### config.mk
export PLATFORM = sky130hd
export DESIGN_NAME = balance_bcd_encoder
export DESIGN_NICKNAME = d
export VERILOG_FILES = /design/src/rtl/balance_disp_pkg.sv /design/src/rtl/seg7_decode.sv /design/src/rtl/balance_bcd_encoder.sv
export SDC_FILE = /design/constraint.sdc
export NUM_CORES = 1
export LEC_CHECK = 0
export BUFFER_PORTS_ARGS = -buffer_cell sky130_fd_sc_hd__buf_2
export CORE_ASPECT_RATIO = 1.1
export CORE_MARGIN = 3
export CORE_UTILIZATION = 25
export CTS_CLUSTER_SIZE = 40
export DETAILED_ROUTE_END_ITERATION = 12
export GPL_ROUTABILITY_DRIVEN = 0
export PLACE_DENSITY = 0.42
export SYNTH_ARGS = -nofsm -noshare
export SYNTH_HDL_FRONTEND = slang
export SYNTH_SLANG_ARGS = --single-unit
### constraint.sdc
create_clock -name dclk -period 1.9 [get_ports dclk]
set_input_delay 0.19 -clock dclk [delete_from_list [all_inputs] [get_ports dclk]]
set_output_delay 0.19 -clock dclk [all_outputs]
set_load 0.03 [all_outputs]
### src/rtl/balance_disp_pkg.sv
// rtl/balance_disp_pkg.sv - shared state encoding, segment patterns and limits for the balance display
package balance_disp_pkg;

   typedef enum logic [1:0] {
      IDLE   = 2'd0,
      SHIFT  = 2'd1,
      COMMIT = 2'd2
   } state_t;

   // Active-high masks, bit order {g,f,e,d,c,b,a}
   localparam logic [6:0] SEG_0     = 7'b0111111;
   localparam logic [6:0] SEG_1     = 7'b0000110;
   localparam logic [6:0] SEG_2     = 7'b1011011;
   localparam logic [6:0] SEG_3     = 7'b1001111;
   localparam logic [6:0] SEG_4     = 7'b1100110;
   localparam logic [6:0] SEG_5     = 7'b1101101;
   localparam logic [6:0] SEG_6     = 7'b1111101;
   localparam logic [6:0] SEG_7     = 7'b0000111;
   localparam logic [6:0] SEG_8     = 7'b1111111;
   localparam logic [6:0] SEG_9     = 7'b1101111;
   localparam logic [6:0] SEG_BLANK = 7'b0000000;

   function automatic int max_val(input int digits);
      int r;
      r = 1;
      for (int i = 0; i < digits; i++) begin
         r = r * 10;
      end
      return r - 1;
   endfunction

endpackage

### src/rtl/seg7_decode.sv
// rtl/seg7_decode.sv - combinational BCD nibble to active-high 7-segment mask
module seg7_decode
   import balance_disp_pkg::*;
(
   input  logic [3:0] bcd,
   output logic [6:0] seg
);

   always_comb begin
      seg = SEG_BLANK;
      case (bcd)
         4'd0:    seg = SEG_0;
         4'd1:    seg = SEG_1;
         4'd2:    seg = SEG_2;
         4'd3:    seg = SEG_3;
         4'd4:    seg = SEG_4;
         4'd5:    seg = SEG_5;
         4'd6:    seg = SEG_6;
         4'd7:    seg = SEG_7;
         4'd8:    seg = SEG_8;
         4'd9:    seg = SEG_9;
         default: seg = SEG_BLANK;
      endcase
   end

endmodule

### src/rtl/balance_bcd_encoder.sv
// rtl/balance_bcd_encoder.sv - iterative double-dabble of the account balance into four committed display digits
module balance_bcd_encoder
   import balance_disp_pkg::*;
#(
   parameter int IN_W   = 27,
   parameter int DIGITS = 4
)(
   input  logic            dclk,
   input  logic            clr,
   input  logic [IN_W-1:0] balance,
   output logic [3:0]      digit3,
   output logic [3:0]      digit2,
   output logic [3:0]      digit1,
   output logic [3:0]      digit0,
   output logic [6:0]      seg3,
   output logic [6:0]      seg2,
   output logic [6:0]      seg1,
   output logic [6:0]      seg0,
   output logic            ovf,
   output logic            done,
   output logic            busy
);

   localparam int              BCD_W = DIGITS * 4;
   localparam int              CNT_W = $clog2(IN_W);
   localparam logic [IN_W-1:0] MAX   = IN_W'(max_val(DIGITS));
   localparam logic [CNT_W-1:0] LAST = CNT_W'(IN_W - 1);

   state_t            state;
   logic              pending;
   logic              ovf_c;
   logic [IN_W-1:0]   last_bal;
   logic [IN_W-1:0]   bin;
   logic [BCD_W-1:0]  bcd;
   logic [BCD_W-1:0]  bcd_adj;
   logic [CNT_W-1:0]  cnt;
   logic [3:0]        digit [DIGITS];
   logic [6:0]        seg   [DIGITS];

   // Clamping to MAX keeps the running BCD value below 10^DIGITS, so no carry-out nibble is needed
   always_comb begin
      bcd_adj = bcd;
      for (int i = 0; i < DIGITS; i++) begin
         if (bcd[i*4 +: 4] >= 4'd5) begin
            bcd_adj[i*4 +: 4] = bcd[i*4 +: 4] + 4'd3;
         end
      end
   end

   always_ff @(posedge dclk) begin
      if (clr) begin
         state    <= IDLE;
         pending  <= 1'b1;
         ovf_c    <= 1'b0;
         last_bal <= '0;
         bin      <= '0;
         bcd      <= '0;
         cnt      <= '0;
         ovf      <= 1'b0;
         done     <= 1'b0;
         busy     <= 1'b0;
         for (int i = 0; i < DIGITS; i++) begin
            digit[i] <= 4'd0;
         end
      end else begin
         done <= 1'b0;
         case (state)
            IDLE: begin
               if (pending || (balance != last_bal)) begin
                  last_bal <= balance;
                  ovf_c    <= (balance > MAX);
                  bin      <= (balance > MAX) ? MAX : balance;
                  bcd      <= '0;
                  cnt      <= '0;
                  pending  <= 1'b0;
                  busy     <= 1'b1;
                  state    <= SHIFT;
               end
            end
            SHIFT: begin
               {bcd, bin} <= {bcd_adj, bin} << 1;
               cnt        <= cnt + CNT_W'(1);
               if (cnt == LAST) begin
                  state <= COMMIT;
               end
            end
            COMMIT: begin
               for (int i = 0; i < DIGITS; i++) begin
                  digit[i] <= bcd[i*4 +: 4];
               end
               ovf   <= ovf_c;
               done  <= 1'b1;
               busy  <= 1'b0;
               state <= IDLE;
            end
            default: begin
               state <= IDLE;
            end
         endcase
      end
   end

   // Decoding the committed digits keeps segment masks in lockstep with them
   for (genvar g = 0; g < DIGITS; g++) begin : g_dec
      seg7_decode u_dec (
         .bcd (digit[g]),
         .seg (seg[g])
      );
   end

   assign digit3 = digit[3];
   assign digit2 = digit[2];
   assign digit1 = digit[1];
   assign digit0 = digit[0];
   assign seg3   = seg[3];
   assign seg2   = seg[2];
   assign seg1   = seg[1];
   assign seg0   = seg[0];

endmodule

; ---- Word-level counts from Yosys, hierarchy flattened
; Memories as Yosys holds them, arrays and structs flattened.
; Cells that the tools add are included.
[word_totals]
output_inout_bits = 47
regBits = 82
mem_bits_rw = 16
inputBits = 29
n_memories = 5
mem_bits_ro = 448
[classes]
eq_ne = 6
n_addsub = 5
n_mux = 25
bitwise_logic = 4
reduce_logical = 8
magnitude_cmp = 5
[memory_table]
columns = memory, depth, word_bits, read_ports, rd_clocked_by_memory_dff, write_ports, line
row1 = (no name shown), 16, 7, 1, 0, 0, seg7_decode.sv:11  ; case (bcd)
row2 = (no name shown), 16, 7, 1, 0, 0, seg7_decode.sv:11
row3 = (no name shown), 16, 7, 1, 0, 0, seg7_decode.sv:11
row4 = (no name shown), 16, 7, 1, 0, 0, seg7_decode.sv:11
row5 = digit, 4, 4, 4, 0, 4, balance_bcd_encoder.sv:37  ; logic [3:0] digit [DIGITS];
[ops]
columns = operator, n
row1 = 27-bit two-way mux, 2
row2 = 27-bit case mux with 2 select lines, 1
row3 = 16-bit case mux with 2 select lines, 1
row4 = 4-bit two-way mux, 7
row5 = "27-bit by 14-bit > comparator with 1-bit output, second input constant", 1
row6 = 27-bit != test, 1
row7 = "4-bit by 3-bit >= comparator with 1-bit output, second input constant", 4
row8 = 16-bit two-way mux, 1
row9 = "4-bit by 2-bit adder with 4-bit output, second input constant", 3
row10 = 5-bit case mux with 2 select lines, 1
row11 = 2-bit AND reduction, 4
row12 = 1-bit two-way mux, 6
row13 = "5-bit by 1-bit adder with 5-bit output, second input constant", 1
row14 = "5-bit == test, second input constant", 1
row15 = 5-bit two-way mux, 1
row16 = 2-bit two-way mux, 2
row17 = "2-bit != test, second input constant", 2
row18 = 1-bit bitwise OR, 4
row19 = 2-bit case mux with 2 select lines, 1
row20 = 2-bit nonzero test, 2
row21 = "3-bit by 2-bit adder with 3-bit output, second input constant", 1
row22 = 3-bit two-way mux, 1
row23 = "2-bit by 1-bit == test with 1-bit output, second input constant", 1
row24 = "2-bit == test, second input constant", 1
row25 = other kinds (3), 3

; ---- Depth between registers and ports, before layout
[depth]
ltp_word = 5
ltp_mapped = 7

; ---- Modules after synthesis
; A second synthesis with hierarchy kept.
[unflattened]
cells_unflattened = 595
area_unflattened_um2 = 5247.5
[modules_own_cells]
columns = mod, area_each_um2, cells_each, n_inst
row1 = balance_bcd_encoder, 4371.7, 483, 1
row2 = seg7_decode, 219.0, 28, 4

; ---- Least setup slack after synthesis
; OpenSTA, ideal clock, no wires.
[synth_timing]
path_type = register to output
startpoint = memory digit[1][1]
endpoint = output port seg1[3]
stages_incl_launch_ff = 5
slack_ps = -74
arrival_time_ps = 1784
cell_sequence = edfxtp_1 > inv_1 > ha_1 > inv_1 > o21ai_0
[synth_rtl]
columns = element, line
row1 = start: declaration, balance_bcd_encoder.sv:37
row2 = end: declaration, balance_bcd_encoder.sv:17  ; output logic [6:0] seg1,

; ---- Worst setup path after layout
[layout_timing]
startpoint = register last_bal[25]
endpoint = register bin[1]
[layout_between]
elab_chain_len = 4
[layout_rtl]
columns = element, line
row1 = start: declaration, balance_bcd_encoder.sv:32  ; logic [IN_W-1:0] last_bal;
row2 = start signal: assignment, balance_bcd_encoder.sv:70  ; last_bal <= balance;
row3 = 27-bit != test, balance_bcd_encoder.sv:69  ; if (pending || (balance != last_bal)) begin
row4 = 1-bit logical OR, balance_bcd_encoder.sv:69
row5 = 2-bit != test (no line), n/a
row6 = 2-bit AND reduction (no line), n/a
row7 = end signal: assignment, balance_bcd_encoder.sv:72  ; bin <= (balance > MAX) ? MAX : balance;
row8 = end signal: assignment, balance_bcd_encoder.sv:81  ; {bcd, bin} <= {bcd_adj, bin} << 1;
row9 = end: declaration, balance_bcd_encoder.sv:33  ; logic [IN_W-1:0] bin;
; Every way passes these cells.
; A chain may end at the register's enable or synchronous reset.

==> summary.txt <==
Die
  • I/O pins: 76
  • Starting density of the core: 25.88%
  • # rows: 55
  • Total core area: 20,920 um2
  • Horiz. Die Dim: 146.3 um
  • Full die area: 23,460 um2
  • Vert. Die Dim: 160.3 um

Hold path
  • Worst hold path type: in2reg

Clock tree
  • Clk slew on worst S/H paths: 70 ps
  • Clk buf depth: 2
  • CTS buffer count: 9
  • Clock root cell: clkbuf_16
  • CTS tree: yes
  • Clk_lat worst skew: 350 ps
  • H-tree depth: 3
  • CTS Sinks: 98

Outcome
  • Violated checks: setup timing
  • Status: complete, but fails checks

Place
  • Port bufs: 75
  • Post-Place Worst Slack: -75.98 ps
  • DP Area: 6347 um2
  • DP Cell Count: 966
  • Placed wire-length estimate: 9984 um

Logic synthesis
  • Top cell type's share of synthesized area: 30.32%
  • Number of enable flip-flop cells after synthesis: 16
  • Ys flop type: dfxtp_1
  • Yosys warnings: 0
  • Asr flop ratio synth: 0%
  • Cell Area, Synth: 5414 um2
  • Netlist cell types: 50
  • Synth area leaders: dfxtp_1, edfxtp_1, ha_1
  • Register area share after synthesis: 39.20%
  • Yosys top cell by area: dfxtp_1
  • Post-Syn Nets: 662
  • Seq cells post-synth: 98
  • Cells after Synth: 599
  • Syn_area_per_cell: 9.038 um2

GRT
  • GR met2 Demand/Resource: 20.13%
  • GR Util met3: 2.257%
  • Most Crowded Layer GR: met2
  • Grt total ovfl: 0
  • Global-route wire length before repair: 22,300 um
  • Total global-route track usage: 11.59%
  • Largest net degree at the start of global routing: 34
  • Initial antenna violation count: 0
  • Vias in the first global route: 4,499
  • Grt met1 use: 14.15%

Detailed routing
  • Routed WL per cell: 13.78 um
  • Routed WL: 13,720 um
  • Drt drc: 0
  • Vias: 4,588
  • Vias per inst: 4.611
  • Drt pass-1 iters: 4
  • ANT nets after route: 0
  • DR iter-0 viols: 195

Power
  • Leak: 0.002839 uW
  • PwrDens: 717.1 nW/um2
  • Tot Pwr: 4935 uW
  • Max IR drop VDD: 0.0004044 V

Cells and area
  • Non-filler cells, final: 995
  • Nets: 768
  • Ant diodes: 0
  • Fraction of layout cells with a size suffix above 1: 24.65%
  • Final Cell Area: 6882 um2
  • Area Overhead vs Synth: 27.11%

STA
  • Fmax: 511.9 MHz
  • Measured slew at the worst slew-check pin: 604.1 ps
  • Count of final setup violators: 26
  • Final clock skew: 5.059 ps
  • Final worst-path cycle share: 102.8%
  • WHS: 108.3 ps
  • Setup WS post-layout: -53.45 ps
  • Fin crit period: 1953 ps
  • Final Max Tran Viols: 0
  • Headroom to the max-slew limit: 59.58%
  • Number of hold violations in the final report: 0
  • RSZ-0062 raised after global routing: true

Flow run
  • Max Cap Viol: 0

Setup path
  • Startpoint types: flip-flop
  • Crit end category: flip-flop
  • R2R Setup Slk: -50 ps
  • WS Path Type: reg2reg
  • Worst path arrival time: 2240 ps
  • WP data required: 2180 ps
  • Critical path peak fanout: 6
==> cells by family (layout without fill, tap and decap cells) <==
group	after synthesis	count (layout)	share of synthesized area (%)
mux	40	40	7.395
fa+ha+maj	34	34	7.858
flops	98	98	39.20
buf+inv	66	176	5.292
xor+xnor	39	39	6.309
compound gates	116	117	15.39
simple gates	206	206	18.56
==> layout make-up <==
class                      instances  area, um2
clock buffer                      12      246.5
clock inverter                     4      51.30
fill                            2242      14040
inverter                          32      120.1
multi-input combinational        436       3075
sequential                        98       2123
tap                              285      356.6
timing repair buffer             128      908.4
==> worst max-delay path, stage by stage (launching register included) <==
cell and delay [ps]:
dfxtp_2 320, xor2_1 160, or4_4 530, nor4_4 150, buf_6 170, a31o_4 210
clkbuf_16 170, mux2i_1 170
==> sequential cells by signal, summed over array words and instances, names as in the netlist <==
name and count:
done 1, busy 1, cnt 5, digit 16
bin 27, bcd 16, ovf 1, ovf_c 1
pending 1, last_bal 27, state 2
==> metal layers <==
metal / routed length (um) / vias to the layer above
met2: 6730 / 108
met1: 6090 / 2148
li1: - / 2318
met4: 227 / 0
met3: 666 / 14
met5: 0 / -
==> report_power, final <==
part           switching (uW)  internal, uW
combinational             484           315
sequential               69.8          2190
clock                     815          1060
==> metrics by stage <==
stage               TNS, ps  util [%]
floorplan                 0         -
global placement      -2818     30.34
detailed placement    -1292     30.34
CTS                  -257.4     32.07
global route          -3930     32.89
finish               -539.9     32.89
==> cell usage after synthesis, drive strengths merged, types with 5 or more instances <==
master   instances
inv             32
clkbuf          24
edfxtp          16
o221ai           7
nor2            19
xor2             8
dfxtp           82
nand4           10
nand2b          11
ha              34
o2bb2ai         11
mux2i           40
a21o             6
a31o             6
a21oi           13
and2            12
nand3            8
o21ai           29
xnor2           31
buf             10
o22ai           19
a32o             5
nand2          104
nor3            17
==> cell usage in the layout, fill, tap and decap left out, types with 8 or more instances in the layout <==
| master | instances |
|---|---|
| o22ai_1 | 18 |
| buf_2 | 68 |
| edfxtp_1 | 16 |
| xor2_1 | 8 |
| ha_1 | 34 |
| o21ai_0 | 20 |
| o2bb2ai_1 | 11 |
| o21ai_1 | 9 |
| buf_4 | 46 |
| nor3_1 | 14 |
| mux2i_1 | 40 |
| nor2_1 | 19 |
| xnor2_1 | 30 |
| nand2_1 | 104 |
| and2_1 | 12 |
| nand3_1 | 8 |
| dfxtp_1 | 81 |
| nand2b_1 | 11 |
| nand4_1 | 10 |
| clkbuf_16 | 12 |
| inv_1 | 26 |
| a21oi_1 | 12 |
==> worst paths after layout <==
path                                                 from                         to  cells past startpoint
worst max-delay path            last_bal[25]$_SDFFE_PP0P_        bin[1]$_SDFFE_PP0P_                      7
worst min register to register  last_bal[25]$_SDFFE_PP0P_  last_bal[25]$_SDFFE_PP0P_                      2
worst max register to register  last_bal[25]$_SDFFE_PP0P_        bin[1]$_SDFFE_PP0P_                      7
worst min-delay path                          balance[25]  last_bal[25]$_SDFFE_PP0P_                      3
==> timing repair <==
item / CTS / global route
resized for setup: 5 / 23
cloned: 1 / 3
setup endpoints to repair: 57 / 65
setup buffers: 4 / 5
hold buffers: 0 / 0
hold endpoints to repair: 0 / 0
pin swaps: 2 / 10
(Power assumes the default switching activity.)
